`src/rtl/alu_seq_driver.sv`:
```
// alu_seq_driver: sequences an external combinational ALU to run single ops or a shift-and-add multiply.
// Ports: clk/rst_n (async active-low); req_valid/req_ready/req_op/req_a/req_b command channel;
//   rsp_valid/rsp_ready/rsp_result/rsp_zero/rsp_err response channel;
//   alu_src1/alu_src2/alu_op drive the ALU, alu_result/alu_zero come back from it.
// Option: define MUL_EARLY_EXIT_EN to end a multiply once the remaining multiplier bits are all zero.
module alu_seq_driver #(
  parameter int WIDTH = 8
) (
  input  logic             clk,
  input  logic             rst_n,
  input  logic             req_valid,
  output logic             req_ready,
  input  logic [3:0]       req_op,
  input  logic [WIDTH-1:0] req_a,
  input  logic [WIDTH-1:0] req_b,
  output logic             rsp_valid,
  input  logic             rsp_ready,
  output logic [WIDTH-1:0] rsp_result,
  output logic             rsp_zero,
  output logic             rsp_err,
  output logic [WIDTH-1:0] alu_src1,
  output logic [WIDTH-1:0] alu_src2,
  output logic [2:0]       alu_op,
  input  logic [WIDTH-1:0] alu_result,
  input  logic             alu_zero
);

  localparam int CW = $clog2(WIDTH);
  localparam logic [CW-1:0] LAST = CW'(WIDTH - 1);

  typedef enum logic [2:0] {IDLE, EXEC, ADD, SHIFT, DONE} state_t;

  state_t state_q, state_d;
  logic [WIDTH-1:0] acc_q, acc_d, mcand_q, mcand_d, mplr_q, mplr_d, res_q, res_d;
  logic [2:0] op_q, op_d;
  logic [CW-1:0] cnt_q, cnt_d;
  logic vld_q, vld_d, zero_q, zero_d, err_q, err_d;
  logic unused;

  // zero flag from the ALU is reserved; the response flag is derived from the registered result
  assign unused = alu_zero;

  assign req_ready  = (state_q == IDLE);
  assign rsp_valid  = vld_q;
  assign rsp_result = res_q;
  assign rsp_zero   = zero_q;
  assign rsp_err    = err_q;

  // mcand/mplr double as the captured a/b operands for single ops.
  // Paths that reach DONE from anything but EXEC spend one settle cycle in DONE before rsp_valid rises.
  always_comb begin
    state_d  = state_q;
    acc_d    = acc_q;
    mcand_d  = mcand_q;
    mplr_d   = mplr_q;
    op_d     = op_q;
    cnt_d    = cnt_q;
    vld_d    = vld_q;
    res_d    = res_q;
    zero_d   = zero_q;
    err_d    = err_q;
    alu_src1 = '0;
    alu_src2 = '0;
    alu_op   = 3'b000;
    case (state_q)
      IDLE: if (req_valid) begin
        mcand_d = req_a;
        mplr_d  = req_b;
        op_d    = req_op[2:0];
        acc_d   = '0;
        cnt_d   = '0;
        err_d   = req_op[3] && (req_op[2:0] != 3'b000);
        state_d = !req_op[3] ? EXEC : err_d ? DONE : ADD;
        if (err_d) begin
          res_d  = '0;
          zero_d = 1'b1;
        end
      end
      EXEC: begin
        alu_src1 = mcand_q;
        alu_src2 = mplr_q;
        alu_op   = op_q;
        res_d    = alu_result;
        zero_d   = (alu_result == '0);
        vld_d    = 1'b1;
        state_d  = DONE;
      end
      ADD:
`ifdef MUL_EARLY_EXIT_EN
        if (mplr_q == '0) begin
          res_d   = acc_q;
          zero_d  = (acc_q == '0);
          state_d = DONE;
        end else
`endif
        begin
          alu_src1 = acc_q;
          alu_src2 = mcand_q;
          if (mplr_q[0]) acc_d = alu_result;
          state_d = SHIFT;
        end
      SHIFT: begin
        alu_src1 = mcand_q;
        alu_src2 = WIDTH'(1);
        alu_op   = 3'b110;
        mcand_d  = alu_result;
        mplr_d   = mplr_q >> 1;
        cnt_d    = cnt_q + CW'(1);
        state_d  = (cnt_q == LAST) ? DONE : ADD;
        if (cnt_q == LAST) begin
          res_d  = acc_q;
          zero_d = (acc_q == '0);
        end
      end
      DONE: begin
        vld_d = 1'b1;
        if (vld_q && rsp_ready) begin
          vld_d   = 1'b0;
          state_d = IDLE;
        end
      end
      default: state_d = IDLE;
    endcase
  end

  always_ff @(posedge clk or negedge rst_n) begin
    if (!rst_n) begin
      state_q <= IDLE;
      acc_q   <= '0;
      mcand_q <= '0;
      mplr_q  <= '0;
      op_q    <= '0;
      cnt_q   <= '0;
      vld_q   <= 1'b0;
      res_q   <= '0;
      zero_q  <= 1'b0;
      err_q   <= 1'b0;
    end else begin
      state_q <= state_d;
      acc_q   <= acc_d;
      mcand_q <= mcand_d;
      mplr_q  <= mplr_d;
      op_q    <= op_d;
      cnt_q   <= cnt_d;
      vld_q   <= vld_d;
      res_q   <= res_d;
      zero_q  <= zero_d;
      err_q   <= err_d;
    end
  end

endmodule

```
`config.mk`:
```
export PLATFORM = sky130hd
export DESIGN_NAME = alu_seq_driver
export DESIGN_NICKNAME = d
export VERILOG_FILES = /design/src/rtl/alu_seq_driver.sv
export SDC_FILE = /design/constraint.sdc
export NUM_CORES = 1
export LEC_CHECK = 0
export CAP_MARGIN = 10
export CORE_ASPECT_RATIO = 0.7
export CORE_MARGIN = 5
export CORE_UTILIZATION = 48
export CTS_CLUSTER_DIAMETER = 30
export CTS_CLUSTER_SIZE = 20
export DETAILED_ROUTE_END_ITERATION = 6
export PLACE_DENSITY = 0.8
export SYNTH_ARGS = -nofsm -noshare
export SYNTH_HDL_FRONTEND = slang
export SYNTH_SLANG_ARGS = --single-unit
```
`constraint.sdc`:
```
create_clock -name clk -period 2.31 [get_ports clk]
set_input_delay 0.693 -clock clk [delete_from_list [all_inputs] [get_ports clk]]
set_output_delay 0.693 -clock clk [all_outputs]
set_load 0.05 [all_outputs]
```
==> results of run 1 <==
synthesized netlist by cell type (all sizes together), types with 2 or more instances:
cell and number:
a21oi 7, inv 9, nor2b 3, nor2 39
o21ai 10, a22o 8, mux2 8, buf 9
nor3 7, ha 2, mux2i 9, dfrtp 44
nand2b 2, nor3b 2, clkbuf 11, or3 2
nand2 48, nand3 15, a31oi 16, a22oi 7
flip-flops by register name, indices dropped and copies added (netlist names), 3 cells and up:
name        count
acc_q           8
cnt_q           3
mcand_q         8
mplr_q          8
op_q            3
rsp_result      8
state_q         3
critical path, stage by stage (launching register included):
cell and delay [ns]:
dfrtp_2 0.47, nor3b_2 0.23, buf_6 0.20, a22o_1 0.23
buf_12 0.16
kinds of logic (layout without fill, tap and decap cells):
family	after synthesis	in the layout	share of synthesized area [%]
flops	44	44	46.73
mux	17	17	7.648
fa+ha+maj	2	2	1.062
buf+inv	29	99	5.576
compound gates	53	53	15.51
simple gates	122	122	23.47
power groups by stage:
stage | sequential (mW) | combinational (mW) | clock [mW]
final | 1.22 | 1.70 | 0.491
after global routing | 1.25 | 1.83 | 0.523
after CTS | 1.22 | 1.68 | 0.494
after detailed placement | 1.23 | 1.67 | 0
after global placement | 1.22 | 1.64 | 0
after floorplan | 1.35 | 0.859 | 0
per-stage QoR:
stage | setup WS [ns] | TNS [ns]
finish | 0.03533 | 0
detailed placement | -0.000006661 | -0.000006661
global placement | 0.03356 | 0
CTS | 0.002651 | 0
global route | -0.02811 | -0.1035
floorplan | -0.04532 | -0.1348
layer usage:
| metal | global-route usage (%) | part of all wire, % |
|---|---|---|
| met2 | 31.83 | 45 |
| met1 | 29.79 | 47 |
| met3 | 5.748 | 7.7 |
| met5 | 0 | 0 |
| met4 | 4.144 | 0.42 |
what timing repair did:
item                                    in CTS  in global routing
hold endpoints to repair                     0                  0
setup buffers                                0                  2
gates resized for setup                      4                  5
endpoints found under the setup margin      15                 18
path summary, 6_finish.rpt:
| kind | from | endpoint | slack [ns] |
|---|---|---|---|
| worst max-delay path | state_q[2] | alu_src1[2] | 0.04 |
| min in group clk | rsp_err | rsp_err | 0.47 |
| max in group asynchronous | rst_n | state_q[1] | 1.39 |
| worst min-delay path | rst_n | rsp_err | 0.39 |
| worst min register to register | rsp_err | rsp_err | 0.47 |
| worst max register to register | state_q[1] | rsp_result[6] | 0.36 |
cell usage in the layout, fill, tap and decap left out, types with 8 or more instances in the layout:
master           instances
nand2_1                 48
dfrtp_1                 41
clkdlybuf4s50_1         41
nor2_1                  32
buf_12                  21
buf_4                   17
a31oi_1                 16
nand3_1                 14
o21ai_0                 10
mux2i_1                  9
inv_1                    9
a22o_1                   8
mux2_2                   8
cell type report:
type,count,area share (%)
inverters,9,0.9723
clock buffers,8,2.593
well taps,69,2.485
flip-flops and latches,44,31.80
multi-input cells,194,33.78
repair buffers,82,28.38
==> out/results.tsv, run 1 <==
stage	metric	value	unit
sta	Slew HR	62.03	%
global_routing	largest net degree at the start of global routing	24	
die	Die H	68.62	µm
global_routing	initial antenna violation count	0	
sta	Tcrit/Tclk final	98.47	%
clocking	clock sink total	44	
layout	share of layout cells above drive strength 1	22.85	%
pwr	Comb pwr share	49.9	%
synthesis	Post-Syn Area	2356	µm²
pwr	P_sw	1.421	mW
setup_path	Worst Setup Path Type	flop to output pin	
setup_path	CP required	1.62	ns
detailed_routing	vias	2207	
synthesis	prevailing post-synth register cell	dfrtp_1	
pwr	Sw Share	41.62	%
sta	final clock skew	0.004077	ns
synthesis	Mapped Nets	302	
die	Rows	21	
synthesis	top cell type's share of synthesized area	46.73	%
clocking	CTS hold repair buffers	0	
detailed_routing	Via density	5.436	
die	die area	6432	µm²
pwr	LEAKAGE	1.497	nW
detailed_routing	DRT iter0 DRCs	176	
synthesis	dominant cells by area after synthesis	dfrtp_1 (47%), nand2_1 (7.6%), nor2_1 (6.2%), a31oi_1 (4.2%), mux2i_1 (3.8%)	
clocking	Worst-path clk slew	0.08	ns
sta	fin crit period	2.275	ns
layout	Layout Cells excl Fill	406	
global_routing	total global-route track usage	20.79	%
placed_design	DP HPWL	4736	µm
placed_design	Cells after DPL	396	
run	Max Cap Viol	0	
placed_design	Buffers on Ports	62	
clocking	clk_lat worst skew	0.28	ns
sta	Hold Violations, Final	0	
layout	design area	3475	µm²
synthesis	Syn Inst Count	267	
sta	Fmax achieved	439.6	MHz
die	Die Span X	93.74	µm
clocking	CTS H-tree depth	2	
sta	worst slew pin tran	0.5695	ns
pwr	Tot Pwr	3.414	mW
clocking	Root Driver	clkbuf_8	
setup_path	Max FO, Critical Path	17	
global_routing	total gr overflow	0	
clocking	Max clock buf depth	2	
synthesis	EDFF count, synth	0	
sta	hold_ws	0.3921	ns
layout	area grow syn2layout	47.48	%
detailed_routing	DRC viols	0	
status	status	finished clean	
detailed_routing	Detailed Route WL	6376	µm
layout	Fillers	347	
detailed_routing	Avg WL per Cell	15.70	µm
placed_design	placed instance area	3343	µm²
clocking	TritonCTS buffer count	5	
sta	Setup Viol. Count Final	0	
sta	max-slew violations	0	
layout	ANT cells	0	
global_routing	first-pass GRT wire length	10360	µm
pwr	clock network power share	14.4	%
layout	Multi-input gate area	1174	µm²
synthesis	flops & latches, synth	44	
setup_path	worst r2r path cells	5	
synthesis	Yosys top cell by area	dfrtp_1	
clocking	CTS tree	built	
layout	post-layout util	73.06	%
pwr	pwr/cell area	982.7	nW/µm²
synthesis	Post-synth ARST share	100.0	%
layout	fin nets	371	
global_routing	number of global-route vias before repair	2122	
setup_path	Worst setup SP type	flop	
detailed_routing	Detailed Routing Iterations Pass 1	4	
die	Starting Density	49.54	%
die	num ports	64	
synthesis	Seq/Total Area, Yosys	46.73	%
worst_hold_path	worst min-delay path class	input pin to async pin	
pwr	peak supply drop	433.3	µV
pwr	internal power	1.993	mW
sta	RSZ-0062 raised after global routing	true	
synthesis	Netlist cell types	36	
synthesis	Post-Syn Area per Cell	8.824	µm²
synthesis	Synth Warn #	0	
placed_design	routability congestion estimate	0.8476	
setup_path	Crit. End Element	output pin	
detailed_routing	Routed Antenna Nets	0	
setup_path	CP Data Arrival Time	1.58	ns
die	CORE AREA	4756	µm²
layout	FF+latch area	1105	µm²
pwr	sequential share of power	35.7	%
(Power assumes the default switching activity.)
==> run 2, diff against run 1 <==
--- a/config.mk
+++ b/config.mk
@@ -8,11 +8,11 @@
 export CAP_MARGIN = 10
 export CORE_ASPECT_RATIO = 0.7
 export CORE_MARGIN = 5
-export CORE_UTILIZATION = 48
+export CORE_UTILIZATION = 44
 export CTS_CLUSTER_DIAMETER = 30
 export CTS_CLUSTER_SIZE = 20
 export DETAILED_ROUTE_END_ITERATION = 6
-export PLACE_DENSITY = 0.8
+export PLACE_DENSITY = 0.77
 export SYNTH_ARGS = -nofsm -noshare
 export SYNTH_HDL_FRONTEND = slang
 export SYNTH_SLANG_ARGS = --single-unit
==> constraint.sdc (replaced) <==
create_clock -name clk -period 1.85 [get_ports clk]
set_input_delay 0.555 -clock clk [delete_from_list [all_inputs] [get_ports clk]]
set_output_delay 0.555 -clock clk [all_outputs]
set_load 0.05 [all_outputs]
==> run 2 against run 1 <==
The flow now finishes with violations (setup timing). Critical path depth unchanged. Cell count is 4.9% higher. Sequential power up 31%. Critical path type unchanged. Routed wire length rose by 19%. Worst hold slack got worse by 0.061 ns.
==> out/results.tsv, run 2 (synthesis gave the netlist of run 1 again) <==
stage	metric	value	unit
status	status	finished with violations	
status	violated checks	setup timing	
clocking	TritonCTS buffer count	5	
die	CORE AREA	5230	µm²
sta	Hold Violations, Final	0	
sta	fin crit period	2.102	ns
layout	post-layout util	75.53	%
layout	commonest non-fill, non-tap cell in the layout	nand2_1	
layout	design area	3950	µm²
setup_path	Buf/Inv on CP	2	
placed_design	dpl ws	-0.3122	ns
pwr	peak supply drop	517.8	µV
placed_design	Buffers on Ports	62	
setup_path	CP Cell Sequence	nor3b_4 > buf_4 > a22o_4 > buf_12	
sta	Slew HR	62.43	%
sta	worst slew pin tran	0.5636	ns
layout	Multi-input gate area	1425	µm²
setup_path	Crit. End Element	output pin	
detailed_routing	Routed Antenna Nets	0	
layout	share of layout cells above drive strength 1	37.01	%
placed_design	DP HPWL	4804	µm
pwr	Tot Pwr	4.987	mW
clocking	Worst-path clk slew	0.09	ns
detailed_routing	Detailed Routing Iterations Pass 1	5	
die	num ports	64	
die	Starting Density	45.05	%
global_routing	number of global-route vias before repair	2448	
die	die area	6941	µm²
sta	hold_ws	0.3313	ns
setup_path	crit path to	alu_src1[0]	
layout	Fillers	362	
detailed_routing	Via density	5.533	
setup_path	Critical Path Slowest Stage Cell	dfrtp_2	
clocking	Root Driver	clkbuf_8	
setup_path	capturing point of the worst reg2reg path	rsp_result[2]	
setup_path	Worst setup SP type	flop	
detailed_routing	routed wl met2	3732	µm
setup_path	top cell family by delay on the critical path	flip-flops	
sta	Tcrit/Tclk final	113.6	%
layout	fin nets	388	
run	Max Cap Viol	0	
clocking	CTS tree	built	
sta	final clock skew	0.008692	ns
global_routing	total global-route track usage	21.76	%
setup_path	stages on the worst setup path	4	
placed_design	routability congestion estimate	0.8379	
layout	ANT cells	0	
clocking	Max clock buf depth	2	
layout	area grow syn2layout	67.66	%
pwr	pwr/cell area	1262	nW/µm²
setup_path	Worst Setup SP	state_q[2]	
sta	max-slew violations	0	
global_routing	first-pass GRT wire length	12250	µm
die	Die Span X	97.46	µm
detailed_routing	DRC viols	0	
die	Rows	22	
worst_hold_path	worst min-delay path class	input pin to async pin	
setup_path	Worst Setup Path Type	flop to output pin	
clocking	clock sink total	44	
setup_path	CP Data Arrival Time	1.55	ns
detailed_routing	vias	2357	
layout	FF+latch area	1105	µm²
clocking	CTS H-tree depth	2	
clocking	CTS hold repair buffers	0	
sta	Setup Viol. Count Final	28	
setup_path	CP peak stage delay	0.47	ns
setup_path	Max FO, Critical Path	4	
detailed_routing	met3 routed wirelength	491	µm
die	Die H	71.22	µm
detailed_routing	DRT iter0 DRCs	105	
global_routing	initial antenna violation count	0	
global_routing	largest net degree at the start of global routing	45	
sta	RSZ-0062 raised after global routing	true	
detailed_routing	routed metal-1 wire length	3281	µm
clocking	clk_lat worst skew	0.30	ns
detailed_routing	Max Used Layer	met4	
setup_path	worst r2r path cells	6	
layout	Layout Cells excl Fill	426	
setup_path	CP required	1.29	ns
placed_design	placed instance area	3480	µm²
setup_path	Worst R2R Start	state_q[1]	
detailed_routing	Detailed Route WL	7601	µm
layout	most frequent cells in the layout	nand2_1 (48), dfrtp_1 (41), buf_4 (31)	
global_routing	total gr overflow	0	
sta	final setup margin	-0.2524	ns
sta	Fmax achieved	475.7	MHz
sta	setup_tns	-4.356	ns
placed_design	Cells after DPL	403	
detailed_routing	Avg WL per Cell	17.84	µm
pwr	LEAKAGE	1.735	nW
setup_path	FF-to-FF setup slack	-0.06	ns
-- run 2: layout make-up --
cell class | instances | area share [%]
Clock buffer | 7 | 2.439
Clock inverter | 1 | 0.7602
Inverter | 9 | 0.8552
Multi-Input combinational cell | 195 | 36.08
Sequential cell | 44 | 27.97
Tap cell | 72 | 2.281
Timing Repair Buffer | 98 | 29.62
-- run 2: how the worst min path moves through the flow --
stage / from / to / cells after the start
after global placement: rsp_err / rsp_err / 2
final: rst_n / rsp_err / 2
after detailed placement: rsp_err / rsp_err / 2
after floorplan: rst_n / acc_q[0] / 0
after global routing: rst_n / op_q[2] / 2
after CTS: rst_n / op_q[2] / 2
-- run 2: report_power, final --
part | internal, mW | leakage, nW | switching (mW)
registers | 1.26 | 0.565 | 0.335
logic | 1.16 | 1.10 | 1.41
clock network | 0.477 | 0.0645 | 0.343
total | 2.90 | 1.73 | 2.09
-- run 2: what timing repair did --
action | CTS | global route
gates cloned | 2 | 0
buffers inserted | 11 | 3
resized for setup | 34 | 9
pin swaps | 19 | 6
setup endpoints to repair | 21 | 37
-- run 2: layer usage --
metal,global-route usage [%],vias up
met1,28.20,1139
met5,0,-
li1,-,1097
met4,5.837,0
met2,36.90,111
met3,5.350,10
